**src/rtl/reaction_game_fsm.sv**
```systemverilog
// rtl/reaction_game_fsm.sv - multi-round reaction-time game controller
// Lights one random LED per round, times the matching press in ms ticks and keeps the score.
module reaction_game_fsm #(
    parameter int LED_NUM    = 18,
    parameter int MAX_MS     = 2047,
    parameter int ROUNDS     = 10,
    parameter int GAP_MS     = 500,
    parameter int TIMEOUT_MS = 1000,
    localparam int RTW = $clog2(MAX_MS + 1),
    localparam int IW  = $clog2(LED_NUM),
    localparam int HW  = $clog2(ROUNDS + 1)
) (
    input  logic               clk,
    input  logic               rst_n,
    input  logic               ms_tick,
    input  logic               start,
    input  logic [LED_NUM-1:0] buttons,
    input  logic [IW-1:0]      random_value,
    output logic [LED_NUM-1:0] led_on,
    output logic [HW-1:0]      hits,
    output logic [7:0]         misses,
    output logic [RTW-1:0]     last_rt,
    output logic [RTW-1:0]     best_rt,
    output logic               rt_valid,
    output logic               busy,
    output logic               game_over
);
    localparam logic [RTW-1:0] GAP_END  = RTW'(GAP_MS - 1);
    localparam logic [RTW-1:0] TO_END   = RTW'(TIMEOUT_MS - 1);
    localparam logic [RTW-1:0] MAX_CNT  = RTW'(MAX_MS);
    localparam logic [HW-1:0]  LAST_RND = HW'(ROUNDS - 1);
    localparam logic [IW:0]    LED_N    = (IW + 1)'(LED_NUM);

    typedef enum logic [1:0] {IDLE, GAP, ARMED, DONE} state_t;

    state_t             state;
    logic               start_q;
    logic [LED_NUM-1:0] buttons_q;
    logic [RTW-1:0]     ms_cnt;
    logic [HW-1:0]      round;
    logic               start_e;
    logic [LED_NUM-1:0] btn_e;
    logic [IW-1:0]      tgt_idx;
    logic [7:0]         misses_inc;

    assign start_e    = start & ~start_q;
    assign btn_e      = buttons & ~buttons_q;
    assign misses_inc = (misses == 8'hff) ? misses : misses + 8'd1;

    // The random index spans a power of two, so one wrap folds it into 0..LED_NUM-1.
    always_comb begin
        tgt_idx = random_value;
        if ({1'b0, random_value} >= LED_N)
            tgt_idx = IW'({1'b0, random_value} - LED_N);
    end

    always_ff @(posedge clk) begin
        if (!rst_n) begin
            state     <= IDLE;
            start_q   <= 1'b0;
            buttons_q <= '0;
            ms_cnt    <= '0;
            round     <= '0;
            led_on    <= '0;
            hits      <= '0;
            misses    <= '0;
            last_rt   <= '0;
            best_rt   <= MAX_CNT;
            rt_valid  <= 1'b0;
            busy      <= 1'b0;
            game_over <= 1'b0;
        end else begin
            start_q   <= start;
            buttons_q <= buttons;
            rt_valid  <= 1'b0;
            case (state)
                IDLE, DONE: begin
                    if (start_e) begin
                        state     <= GAP;
                        hits      <= '0;
                        misses    <= '0;
                        round     <= '0;
                        ms_cnt    <= '0;
                        best_rt   <= MAX_CNT;
                        busy      <= 1'b1;
                        game_over <= 1'b0;
                    end
                end
                GAP: begin
                    if (btn_e != '0) begin
                        misses <= misses_inc;
                        ms_cnt <= '0;
                    end else if (ms_tick) begin
                        if (ms_cnt == GAP_END) begin
                            ms_cnt <= '0;
                            led_on <= LED_NUM'(1) << tgt_idx;
                            state  <= ARMED;
                        end else begin
                            ms_cnt <= ms_cnt + RTW'(1);
                        end
                    end
                end
                ARMED: begin
                    // A button edge always settles the round, even on the timeout tick.
                    if (btn_e != '0 || (ms_tick && ms_cnt == TO_END)) begin
                        if (btn_e == led_on) begin
                            hits     <= hits + HW'(1);
                            last_rt  <= ms_cnt;
                            rt_valid <= 1'b1;
                            if (ms_cnt < best_rt)
                                best_rt <= ms_cnt;
                        end else begin
                            misses <= misses_inc;
                        end
                        led_on <= '0;
                        ms_cnt <= '0;
                        if (round == LAST_RND) begin
                            state     <= DONE;
                            busy      <= 1'b0;
                            game_over <= 1'b1;
                        end else begin
                            round <= round + HW'(1);
                            state <= GAP;
                        end
                    end else if (ms_tick && ms_cnt != MAX_CNT) begin
                        ms_cnt <= ms_cnt + RTW'(1);
                    end
                end
                default: state <= IDLE;
            endcase
        end
    end
endmodule

```
**config.mk**
```make
export PLATFORM = sky130hd
export DESIGN_NAME = reaction_game_fsm
export DESIGN_NICKNAME = d
export VERILOG_FILES = /design/src/rtl/reaction_game_fsm.sv
export SDC_FILE = /design/constraint.sdc
export NUM_CORES = 1
export LEC_CHECK = 0
export CELL_PAD_IN_SITES_DETAIL_PLACEMENT = 1
export CELL_PAD_IN_SITES_GLOBAL_PLACEMENT = 1
export CORE_ASPECT_RATIO = 2
export CORE_UTILIZATION = 43
export CTS_CLUSTER_DIAMETER = 30
export DETAILED_ROUTE_END_ITERATION = 8
export GPL_ROUTABILITY_DRIVEN = 0
export PLACE_DENSITY = 0.95
export SYNTH_ARGS = -nofsm -noshare
export SYNTH_HDL_FRONTEND = slang
export SYNTH_SLANG_ARGS = --single-unit
export TNS_END_PERCENT = 10
```
**constraint.sdc**
```tcl
create_clock -name clk -period 3.6 [get_ports clk]
set_clock_uncertainty 0.2 [all_clocks]
set_input_delay 0.72 -clock clk [delete_from_list [all_inputs] [get_ports clk]]
set_output_delay 0.72 -clock clk [all_outputs]
set_load 0.005 [all_outputs]
```
==> results.md, run 1 <==
- Setup total negative slack on the finished layout was measured at 0 ns.
- Dividing total power by cell area gives a power density of approximately 450 mW/mm2.
- The global-route usage over all layers is 30.5%.
- The minimum period implied by the final worst setup slack is 3.38 ns.
- Entering global routing, the biggest net connects 68 pins.
- Synthesis produced a netlist with a net count of 578.
- The share of the Yosys chip area taken by registers is 39.7%.
- The detailed placer's ending HPWL is between 10 and 15 mm.
- Across the run, the number of max-cap violations was 0.
- The final number of max-transition violations is 0.
- The detailed-route via count is 4461.
- The worst setup path is of the input pin to register kind.
- Summing every instance area after synthesis gives 0.00459 mm2.
- The number of vias per cell is 5.89.
- The clock passes through at most 2 buffers.
- In this run the worst path has a maximum fanout of 13.
- Each instance of the synthesized netlist takes up on average 8.63 um2.
- The overall overflow remaining after global route is 0.
- The run finished with clean final reports.
- The number of placed instances, taps included is 741.
- In this run, post-CTS repair resized a total of 0 instances.
- The number of buffers added to fix hold violations after cts is 0.
- The worst path uses between 90 and 100% of the clock period.
- The category of the worst setup path launch point is an input pin.
- Derived from the worst setup path, the maximum achievable clock frequency is 0.296 GHz.
- The startpoint identified for the worst hold timing path is last_rt[5].
- The first global-routing pass estimated between 20 and 30 mm of wire.
- The number of antenna violations at the first check in global routing came to 0.
- The post-synthesis to final-layout area growth is 27.8%.
- The primary flip-flop cell chosen by synthesis mapping is sky130_fd_sc_hd__dfxtp_1.
- The area fraction of the dominant cell type after synthesis is 39.7%.
- The number of unique standard cell types used by synthesis is 63.
- Measured along the y axis, the die boundary spans ~150 um.
- The cell taking the most area after synthesis is sky130_fd_sc_hd__dfxtp_1.
- The number of nets in the finished design is 661.
- The worst min-delay path class is register to register.
- The count of antenna-violating nets left after detailed routing is 0.
- The core region is 0.0104 mm2.
- Buffers inserted during clock tree synthesis total 9.
- The number of antenna diodes in the final layout is 0.
- The clock tree root driver cell is sky130_fd_sc_hd__clkbuf_16.
- For the pin with the worst max-slew slack, the measured transition is 0.668 ns.
- For this run, the number of Yosys warnings is 0.
- Once the floorplan was initialized, standard cells occupied ~44% of the core.
- The share of flip-flops with an asynchronous set or reset after synthesis is 0%.
- The sum of internal, switching and leakage power is 2.66 mW.
- After detailed routing, the average wire length per cell comes to 20.6 um.
- The worst hold path was traced through 2 stages.
- The worst hold path terminates at last_rt[5].
- The total wire length is 15.6 mm.
- Setup repair after global routing left no endpoint under its margin.
- CTS built an H-tree with a depth of 3.
- The count of buffers from port buffering is between 80 and 90.
- Clock-pin slew was measured on the worst setup and hold paths at around 0.070 ns.
- Yosys attributes the largest share of cell area to sky130_fd_sc_hd__dfxtp_1, sky130_fd_sc_hd__nand2_1, sky130_fd_sc_hd__ha_1.
- The initial DRC count is ~290.
- The CTS tree is yes.
- Data on the critical path is required at its endpoint by around 3.7 ns.
- Synthesis produced a netlist whose cell count is 532.
- The worst reg2reg path endpoint is led_on[2].
- The type of destination of the critical path is a register.
- STA puts the critical path data arrival time at around 3.5 ns.
- Measured along the x axis, the die boundary spans about 75 um.
- The floorplan die area is 0.0111 mm2.
- The number of filler cells placed in the layout is ~1200.
- For the worst flop-to-flop path, the logic depth is 9.
- The number of flip-flops and latches in the synthesized netlist is between 90 and 100.
- Post-CTS timing repair inserted 0 buffers for setup.
- Yosys mapped a number of flops with a built-in enable equal to 0.
- The number of optimization iterations in the first detailed-route pass is 5.
- The clock latency at the later pin of the worst-skew pair is 0.35 ns.
- The beginning of the worst register-to-register path is ms_cnt[1].
- The number of global-route vias before repair came to just under 5000.
- The headroom to the max-slew limit is ~55%.
- The number of top-level pins is 82.
- The final-report hold violation count was 0.
- The total leakage power is 2.18 nW.
- In this run the register-to-register setup slack is 0.70 ns.
- The floorplan has 53 rows.
- Across the VDD grid, the largest voltage drop is 272 uV.
- Leaving out filler cells and counting taps, the final layout contains 757.
- For this run, the share of the core covered by cells in the final layout is roughly 56%.
- Clock tree synthesis found a total of between 90 and 100 sinks.
- Setup violations remaining at the end of the flow were counted as 0.
- Cells with a size suffix above 1 make up 8.06% of the layout.
- The remaining design rule violation count is 0.
[where the power goes]
group	leakage, nW	switching (mW)	internal (mW)
Clock	0.144	0.418	0.546
Sequential	0.740	0.0350	1.04
Combinational	1.30	0.391	0.233
[final cells by class]
class / instances / area [um2] / share of cell area, %
multi-input cells: 395 / 2570 / 43.9
inverters: 23 / 86.3 / 1.47
clock inverters: 6 / 72.6 / 1.24
flip-flops and latches: 91 / 1820 / 31.1
well taps: 137 / 171 / 2.92
clock buffers: 10 / 229 / 3.90
repair buffers: 95 / 911 / 15.5
[critical path: stages]
cell and delay [ns]:
sky130_fd_sc_hd__clkdlybuf4s50_1 0.46, sky130_fd_sc_hd__nor2b_1 0.20, sky130_fd_sc_hd__nor4_1 0.48, sky130_fd_sc_hd__nand3_2 0.31
sky130_fd_sc_hd__o31ai_2 0.40, sky130_fd_sc_hd__o211a_2 0.44, sky130_fd_sc_hd__buf_4 0.22, sky130_fd_sc_hd__nand4_1 0.12
sky130_fd_sc_hd__o21ai_1 0.11
[sequential cells by signal, summed over array words and instances (netlist names), 2 cells and up]
register,cells
best_rt,11
buttons_q,18
hits,4
last_rt,11
led_on,18
misses,8
ms_cnt,11
round,4
state,2
[layer usage]
| layer | vias up | global-route usage (%) | part of all wire, % |
|---|---|---|---|
| li1 | 2037 | - | - |
| met1 | 2211 | 30.0 | 34 |
| met2 | 146 | 56.3 | 57 |
| met3 | 67 | 5.15 | 3.1 |
| met4 | 0 | 18.2 | 5.6 |
| met5 | - | 0 | 0 |
[layout by cell type (no fill, tap or decap), types with 6 or more instances in the layout]
master	netlist	routed
sky130_fd_sc_hd__a21oi_1	19	19
sky130_fd_sc_hd__and2_1	21	21
sky130_fd_sc_hd__and3_1	7	7
sky130_fd_sc_hd__buf_4	4	14
sky130_fd_sc_hd__clkbuf_16	0	9
sky130_fd_sc_hd__clkdlybuf4s50_1	0	80
sky130_fd_sc_hd__dfxtp_1	91	91
sky130_fd_sc_hd__ha_1	19	19
sky130_fd_sc_hd__inv_1	23	23
sky130_fd_sc_hd__mux2i_1	14	14
sky130_fd_sc_hd__nand2_1	64	64
sky130_fd_sc_hd__nand3_1	21	21
sky130_fd_sc_hd__nand3b_1	8	8
sky130_fd_sc_hd__nand4_1	19	19
sky130_fd_sc_hd__nor2_1	29	29
sky130_fd_sc_hd__nor2b_1	19	19
sky130_fd_sc_hd__nor3_1	10	10
sky130_fd_sc_hd__nor4_1	8	8
sky130_fd_sc_hd__o21a_1	9	9
sky130_fd_sc_hd__o21ai_0	14	14
sky130_fd_sc_hd__o21ai_1	15	15
sky130_fd_sc_hd__o22a_1	10	10
sky130_fd_sc_hd__o22ai_1	6	6
sky130_fd_sc_hd__xnor2_1	23	23
[stage by stage]
stage	worst slack [ns]	hold slack (ns)	instance area, um2
2_1_floorplan	0.964	0.251	4590
3_3_place_gp	0.217	0.249	5560
3_5_place_dp	-0.0503	0.263	5560
4_1_cts	0.281	0.274	5870
5_1_grt	0.142	0.295	5870
6_report	0.219	0.269	5870
[Yosys cell counts, types with 4 or more instances]
master,count
sky130_fd_sc_hd__buf_2,5
sky130_fd_sc_hd__o21ai_1,15
sky130_fd_sc_hd__nand2_1,64
sky130_fd_sc_hd__o21a_1,9
sky130_fd_sc_hd__clkbuf_1,13
sky130_fd_sc_hd__ha_1,19
sky130_fd_sc_hd__o21ai_0,14
sky130_fd_sc_hd__o31ai_1,5
sky130_fd_sc_hd__inv_1,23
sky130_fd_sc_hd__xnor2_1,23
sky130_fd_sc_hd__buf_4,4
sky130_fd_sc_hd__o22a_1,10
sky130_fd_sc_hd__nor3_1,10
sky130_fd_sc_hd__nand3_1,21
sky130_fd_sc_hd__dfxtp_1,91
sky130_fd_sc_hd__nand3b_1,8
sky130_fd_sc_hd__a31oi_1,4
sky130_fd_sc_hd__mux2i_1,14
sky130_fd_sc_hd__a21oi_1,19
sky130_fd_sc_hd__nand4_1,19
sky130_fd_sc_hd__nor2b_1,19
sky130_fd_sc_hd__and2_1,21
sky130_fd_sc_hd__nor2_1,29
sky130_fd_sc_hd__and3_1,7
sky130_fd_sc_hd__nor4_1,8
sky130_fd_sc_hd__o22ai_1,6
sky130_fd_sc_hd__xor2_1,5
[how the worst max path moves through the flow]
stage	to	startpoint	slack, ns
3_5_place_dp	led_on[1]	random_value[1]	-0.05
6_report	led_on[2]	buttons[9]	0.22
3_3_place_gp	led_on[1]	random_value[1]	0.22
2_1_floorplan	best_rt[3]	buttons[1]	0.96
5_1_grt	led_on[3]	buttons[9]	0.14
4_1_cts	led_on[1]	random_value[1]	0.28
[kinds of logic (layout without fill, tap and decap cells)]
family / count (synthesis) / count (layout) / synth area share (%)
flip-flops: 91 / 91 / 39.7
multiplexers: 14 / 14 / 3.05
adder cells (fa/ha/maj): 19 / 19 / 5.18
AO/OA/AOI/OAI: 102 / 102 / 15.5
AND/OR/NAND/NOR: 232 / 232 / 27.0
buffers and inverters: 46 / 134 / 4.23
XOR/XNOR: 28 / 28 / 5.34
(Power assumes the default switching activity.)
==> run 2, diff against run 1 <==
--- a/config.mk
+++ b/config.mk
@@ -12,7 +12,9 @@
 export CTS_CLUSTER_DIAMETER = 30
 export DETAILED_ROUTE_END_ITERATION = 8
 export GPL_ROUTABILITY_DRIVEN = 0
+export GPL_TIMING_DRIVEN = 0
 export PLACE_DENSITY = 0.95
+export SLEW_MARGIN = 40
 export SYNTH_ARGS = -nofsm -noshare
 export SYNTH_HDL_FRONTEND = slang
 export SYNTH_SLANG_ARGS = --single-unit
==> run 2 against run 1 <==
  * Critical path depth fell by 1
  * Utilization rose by 0.14 points
  * Largest power group unchanged
  * Fmax fell by 2.7%
  * Critical endpoint is now hits[3]
  * Combinational power barely moved
  * Critical path type unchanged
==> results.md, run 2 (same netlist as run 1, synthesis figures left out) <==
- The total wire length is 16.3 mm.
- The type of destination of the critical path is a register.
- The top cell types in the final layout, fill and taps aside, are sky130_fd_sc_hd__dfxtp_1, sky130_fd_sc_hd__clkdlybuf4s50_1, sky130_fd_sc_hd__nand2_1.
- The initialized floorplan defines 53 standard-cell rows.
- The worst path arrival time is 3.53 ns.
- Along the worst hold path, the cell count comes to 2.
- The worst setup path is of the input pin to register kind.
- The count of nets left with antenna violations once routing finished came out at 0.
- Setup violations remaining at the end of the flow were counted as 0.
- The number of setup buffers added after CTS is 0.
- TritonCTS built the clock tree.
- The final cycle utilization of the critical path is 96.5%.
- The category of the worst setup path launch point is an input pin.
- Clock-pin slew was measured on the worst setup and hold paths at 0.06 ns.
- The area growth from synthesis to layout is 28.1%.
- The remaining design rule violation count is 0.
- Global routing finished with a remaining overflow of 0.
- Clock tree synthesis found a total of 91 sinks.
- The die width is 75.1 um.
- The number of buffers added to fix hold violations after cts is 0.
- The standard cell with the maximum stage delay on the critical path is sky130_fd_sc_hd__nor3_2.
- Measured against its own limit, the worst slew margin works out to between 50 and 60%.
- In this design, the stage delay of the slowest critical-path cell is ~0.6 ns.
- The number of levels the H-tree was split into is 3.
- For the worst setup path, the data required time is approximately 3.7 ns.
- The number of global-route vias before repair is about 5000.
- The largest registers in the layout are buttons_q: 18 flops, led_on: 18 flops.
- The core region is 0.0104 mm2.
- The number of top-level pins is 82.
- The first global-routing pass estimated 25.6 mm of wire.
- The floorplan die area is 0.0111 mm2.
- The minimum period implied by the final worst setup slack is 3.47 ns.
- The most frequent cell on the critical path is sky130_fd_sc_hd__a21oi_1.
- The final-report hold violation count is 0.
- The final number of max-transition violations is 0.
- Setup repair after global routing left no endpoint under its margin.
- Cells with a size suffix above 1 make up 7.32% of the layout.
- The number of optimization iterations in the first detailed-route pass is 4.
- Global routing used a little under a third of the available tracks.
- The transition at the pin with the smallest max-transition slack is between 0.7 and 0.8 ns.
- The first routing iteration left 285 violations.
- The tree is rooted in a sky130_fd_sc_hd__clkbuf_16.
- The path class of the tightest hold or removal check is register to register.
- Entering global routing, the biggest net connects 16 pins.
- The count of cells along the worst register-to-register path is 9.
- The top achievable clock speed is ~0.29 GHz.
- Across the run, the number of max-cap violations was 0.
- The number of buffers inserted during clock tree synthesis is 9.
- Walking the worst path, the cells encountered are clkdlybuf4s50_1 -> nor2b_1 -> xnor2_1 -> nand4_1 -> nor3_2 -> a21oi_1 -> or4_1 -> a21oi_1.
- The number of filler cells placed in the layout is 1247.
- After clock tree synthesis, the repair step resized 0 gates.
- The largest fanout of any net on the critical path is 6.
- Measured along the y axis, the die boundary spans ~150 um.
- Dividing the detail-routed wire length by the instance count gives 21.3 um.
- The areal power density over the cells is 459 mW/mm2.
- The number of antenna violations at the first check in global routing is 0.
- The repair_antennas step left the layout with diodes totalling 0.
- The share of the core filled with cells in the final layout is a little under three fifths.
- The run finished with clean final reports.
- Summed over all nets, the half-perimeter wirelength after detailed placement is 11.8 mm.
- Clock latency on the worst-skew pair, taken at its later pin, is 0.35 ns.
- The starting utilization of the core area is 44.1%.
- The sum of negative setup slack is 0 ns.
- In the final design database the tool counted 669 nets.
- The detailed router placed 4558 vias in this run.
- In this run the deepest clock path goes through 2 buffers.
- The library cell used most frequently in the layout, excluding fill and tap cells, is sky130_fd_sc_hd__dfxtp_1.
- The peak ir drop on the vdd network is roughly 280 uV.
- Summed over all cells, the static leakage comes to 2.18 nW.
- The number of vias per cell is approximately 6.0.
- The count of buffers from port buffering is 80.
==> run 2: changes by cell type in the layout (fill, tap and decap cells not counted), moves of 2 or more <==
cell,change
sky130_fd_sc_hd__clkbuf_1,+12
sky130_fd_sc_hd__buf_4,-10
sky130_fd_sc_hd__clkbuf_8,+2
sky130_fd_sc_hd__buf_2,+4
==> run 2: path summary, 6_finish.rpt <==
check,slack [ns],to,startpoint
worst max-delay path,0.13,hits[3],buttons[0]
worst min-delay path,0.27,last_rt[10],last_rt[10]
worst min register to register,0.27,last_rt[10],last_rt[10]
worst max register to register,0.54,last_rt[6],state[0]
==> run 2: area by class of cell <==
class,count,area (um2),share of cell area (%)
clock inverter,5,60.1,1.02
clock buffer,11,253,4.30
buffer,23,108,1.83
tap,137,171,2.91
multi-input combinational,395,2580,43.9
sequential,91,1820,31.0
timing repair buffer,80,801,13.6
inverter,23,86.3,1.47
==> run 2: metal layers <==
layer | share of wire [%] | track usage [%] | routed length, um
met5 | 0 | 0 | 0
met2 | 56 | 56.7 | 9030
met4 | 7.4 | 23.9 | 1200
met1 | 33 | 29.0 | 5400
met3 | 3.8 | 5.89 | 623
==> run 2: power by group <==
group	leakage (nW)	total, mW	internal [mW]	switching [mW]
clock	0.152	0.998	0.579	0.419
sequential	0.740	1.08	1.04	0.0371
combinational	1.29	0.625	0.226	0.399
total	2.18	2.70	1.85	0.855
==> run 2: critical path: cells and delay by family <==
family          cells  cell delay (ns)
xor+xnor            1             0.17
simple gates        4             1.57
buf+inv             1             0.52
compound gates      2             0.55
==> run 2: metrics by stage <==
step	total power, mW	worst slack [ns]	cells	area [um2]	hold WS, ns
after floorplan	1.48	0.964	532	4590	0.251
after global placement	1.65	0.0377	749	5560	0.251
after detailed placement	1.69	-0.0661	749	5560	0.252
after CTS	2.69	0.174	765	5870	0.269
after global routing	2.79	0.0575	765	5880	0.292
final	2.70	0.127	765	5880	0.267
==> run 3, diff against run 2 <==
--- a/config.mk
+++ b/config.mk
@@ -5,10 +5,11 @@
 export SDC_FILE = /design/constraint.sdc
 export NUM_CORES = 1
 export LEC_CHECK = 0
+export ABC_AREA = 1
 export CELL_PAD_IN_SITES_DETAIL_PLACEMENT = 1
 export CELL_PAD_IN_SITES_GLOBAL_PLACEMENT = 1
 export CORE_ASPECT_RATIO = 2
-export CORE_UTILIZATION = 43
+export CORE_UTILIZATION = 41
 export CTS_CLUSTER_DIAMETER = 30
 export DETAILED_ROUTE_END_ITERATION = 8
 export GPL_ROUTABILITY_DRIVEN = 0
==> run 3 against run 2 <==
  * Combinational power grew 100%
  * Register-to-register slack better by 0.38 ns
  * Highest routed layer unchanged
  * Die area increased by 15%
  * Routed wire length is 11% higher
  * Synthesized cell count is 43% higher
  * First-iteration DRC count down 33%
==> results.md, run 3 <==
- In this run, synthesis inferred 0 flip-flops with an integrated enable.
- Headroom to the max-slew limit came out at 56.3%.
- During I/O placement, the number of pins put on the boundary was roughly 80.
- The timing startpoint of the critical path is random_value[1].
- The post-cts repair resize count is 0.
- The largest delay contributor family on the critical path is compound AO/OA/AOI/OAI gates.
- The die height is 159 um.
- The clock reaches the later pin of the worst-skew pair after 0.35 ns.
- The cell area that synthesis handed to floorplanning was ~0.0051 mm2.
- The number of warning messages in the yosys log is 0.
- The initial DRC count is 192.
- Synthesis produced 763 cells.
- The synthesized design contains roughly 90 register bits.
- The number of sinks driven by the clock tree is just over 90.
- Across the VDD grid, the largest voltage drop is 319 uV.
- Clock tree synthesis selected as its root buffer the cell sky130_fd_sc_hd__clkbuf_16.
- The minimum period implied by the final worst setup slack is roughly 3.2 ns.
- The number of buffers and inverters on the critical path is 3.
- For this design, the CTS-stage hold fixing added 0 buffers.
- No sink is reached through more buffers than the 2 on the longest clock path.
- The primary flip-flop cell chosen by synthesis mapping is sky130_fd_sc_hd__dfxtp_1.
- Summed over all failing endpoints, the final setup total negative slack is 0 ns.
- Global routing consumed, over all layers together, 29.8% of the routing resources.
- The net count of the mapped netlist is 809.
- The number of antenna diodes in the final layout is 0.
- In the final routed layout, each cell accounts on average for 17.9 um.
- The largest incremental delay on the critical path is between 0.4 and 0.5 ns.
- The overall overflow remaining after global route is 0.
- Row generation in the floorplan step produced 57 rows.
- The starting utilization of the core area is 42.0%.
- Power spread over the standard cell area amounts to about 560 mW/mm2.
- The worst path arrival time is 3.24 ns.
- Of the cells placed in the final design, the portion with a size suffix greater than 1 is 7.10%.
- The run finished with clean final reports.
- The floorplan die area is between 0.01 and 0.015 mm2.
- The post-CTS setup-driven buffer insertion count is 0.
- The number of antenna violations at the first check in global routing was 0.
- In this run the worst path has a maximum fanout of 8.
- Timing would allow up to 0.311 GHz.
- The worst setup path is captured at a register.
- Walking the worst path, the cells encountered are clkdlybuf4s50_1 -> inv_1 -> ha_1 -> inv_1 -> o21ai_0 -> nand2_1 -> a21oi_1 -> nor2_1 -> nand2_1 -> nor2_1 -> o21ai_1 -> a21oi_1.
- The count of endpoints failing setup in the final report is 0.
- The detailed router placed 5513 vias in this run.
- The required time at the worst-slack endpoint is 3.63 ns.
- The worst hold margin is 0.264 ns.
- The worst setup path is launched from an input pin.
- The number of unique standard cell types used by synthesis is 33.
- The number of nets in the finished design is 900.
- The final cycle utilization of the critical path is 89.3%.
- In this run the most critical hold path is launched from busy.
- The detailed placer's ending HPWL is 13.0 mm.
- The number of global-route vias before repair is 5952.
- The number of clock buffers added by TritonCTS is 9.
- By area the synthesized netlist is led by sky130_fd_sc_hd__dfxtp_1, sky130_fd_sc_hd__nand2_1, sky130_fd_sc_hd__inv_1.
- The share of the core filled with cells in the final layout is between 50% and 60%.
- The final number of max-transition violations is 0.
- Port buffering added 80 buffers.
- Before antenna repair, the detailed router went through 4 iterations.
- The die width is 80.6 um.
- After detailed routing, the number of vias per cell comes to 5.48.
- In this run the worst hold path is classified as register to register.
- Setup repair after global routing left no endpoint under its margin.
- By count the netlist is led by sky130_fd_sc_hd__nand2_1, sky130_fd_sc_hd__inv_1, sky130_fd_sc_hd__dfxtp_1, sky130_fd_sc_hd__nor2_1, sky130_fd_sc_hd__nand3_1.
- After clock tree synthesis, the clock-pin slew on the worst setup and hold paths is 0.06 ns.
- The final-report hold violation count is 0.
- In this run the critical register-to-register path is launched from state[0].
- In the final layout, the registers with the most flip-flops are buttons_q: 18 flops, led_on: 18 flops.
- The global-route wire length before repair is 28.9 mm.
- The share of synthesized area occupied by flip-flops and latches is 36.0%.
- The critical setup path kind is input pin to register.
- The CTS tree is yes.
- The most common library cell in the layout ignoring fill and taps is sky130_fd_sc_hd__nand2_1.
- Max-cap violations in this run came to 0.
- The standard cell with the maximum stage delay on the critical path is sky130_fd_sc_hd__clkdlybuf4s50_1.
- In this run the biggest area consumer among cell types represents roughly 36% of the synthesized area.
- The routed design has 18.0 mm of wire.
- The average cell area after synthesis is 6.63 um2.
- The count of antenna-violating nets left after detailed routing is 0.
- The area of the core region is 0.0121 mm2.
- In this run the number of H-tree levels came out at 3.
- Among all cell types in the netlist, the one instantiated most often is sky130_fd_sc_hd__nand2_1.
- The maximum number of pins on one net before global-route repair is 16.
- The library cells used most frequently in the layout, excluding fill and tap cells, are sky130_fd_sc_hd__nand2_1, sky130_fd_sc_hd__inv_1, sky130_fd_sc_hd__dfxtp_1.
- For this run, asynchronously set or reset flops after synthesis account for 0%.
- For the pin with the worst max-slew slack, the measured transition is roughly 0.65 ns.
- The area growth from synthesis to layout is 25.9%.
- sky130_fd_sc_hd__dfxtp_1 takes more of the synthesized area than any other cell.
- The analysis attributes to cell leakage a power of 2.87 nW.
- The remaining design rule violation count is 0.
## run 3: stage by stage
stage / std cells / setup slack (ns) / total power, mW / instance area (um2)
2_1_floorplan: 763 / 1.27 / 1.98 / 5060
3_3_place_gp: 990 / 0.348 / 2.45 / 6050
3_5_place_dp: 990 / 0.268 / 2.49 / 6050
4_1_cts: 1006 / 0.476 / 3.58 / 6370
5_1_grt: 1006 / 0.256 / 3.77 / 6370
6_report: 1006 / 0.385 / 3.57 / 6370
## run 3: area by class of cell
cell class | count | area (um2)
fillers | 1602 | 5680
plain buffers | 25 | 131
flip-flops and latches | 91 | 1820
multi-input cells | 540 | 2710
clock inverters | 5 | 85.1
inverters | 107 | 404
repair buffers | 80 | 801
well taps | 147 | 184
clock buffers | 11 | 243
## run 3: final timing paths
check	to	slack [ns]	depth (start not counted)
setup reg to reg	misses[7]	0.92	10
hold reg to reg	busy	0.26	2
setup / recovery	led_on[15]	0.39	12
hold / removal	busy	0.26	2
## run 3: layer usage
| metal | vias to the layer above | GRT usage [%] | share of wire (%) | routed length (um) |
|---|---|---|---|---|
| met2 | 165 | 55.4 | 56 | 10000 |
| met5 | - | 0 | 0 | 0 |
| met4 | 0 | 26.9 | 8.8 | 1580 |
| met3 | 106 | 4.76 | 3.1 | 550 |
| li1 | 2608 | - | - | - |
| met1 | 2634 | 25.6 | 32 | 5840 |
## run 3: worst register-to-register path, delay by kind of cell, from the launching register on
| family | cells | cell delay, ns |
|---|---|---|
| buffers and inverters | 4 | 0.95 |
| adders and majority gates | 1 | 0.31 |
| and+or+nand+nor | 4 | 0.64 |
| AOI/OAI and AO/OA | 1 | 0.06 |
| DFF | 1 | 0.37 |
## run 3: logic make-up (layout without fill, tap and decap cells)
| group | Yosys count | after routing | synth area share, % |
|---|---|---|---|
| xor gates and xnor gates | 11 | 11 | 1.90 |
| adders and majority gates | 19 | 19 | 4.70 |
| buffers and inverters | 132 | 228 | 10.6 |
| AOI/OAI and AO/OA | 78 | 78 | 7.79 |
| DFF | 91 | 91 | 36.0 |
| and+or+nand+nor | 432 | 432 | 39.1 |
## run 3: where the power goes
| part | switching [mW] | leakage, nW | total (mW) | internal [mW] |
|---|---|---|---|---|
| logic | 0.759 | 1.97 | 1.26 | 0.498 |
| registers | 0.120 | 0.744 | 1.26 | 1.14 |
| clock network | 0.423 | 0.156 | 1.05 | 0.632 |
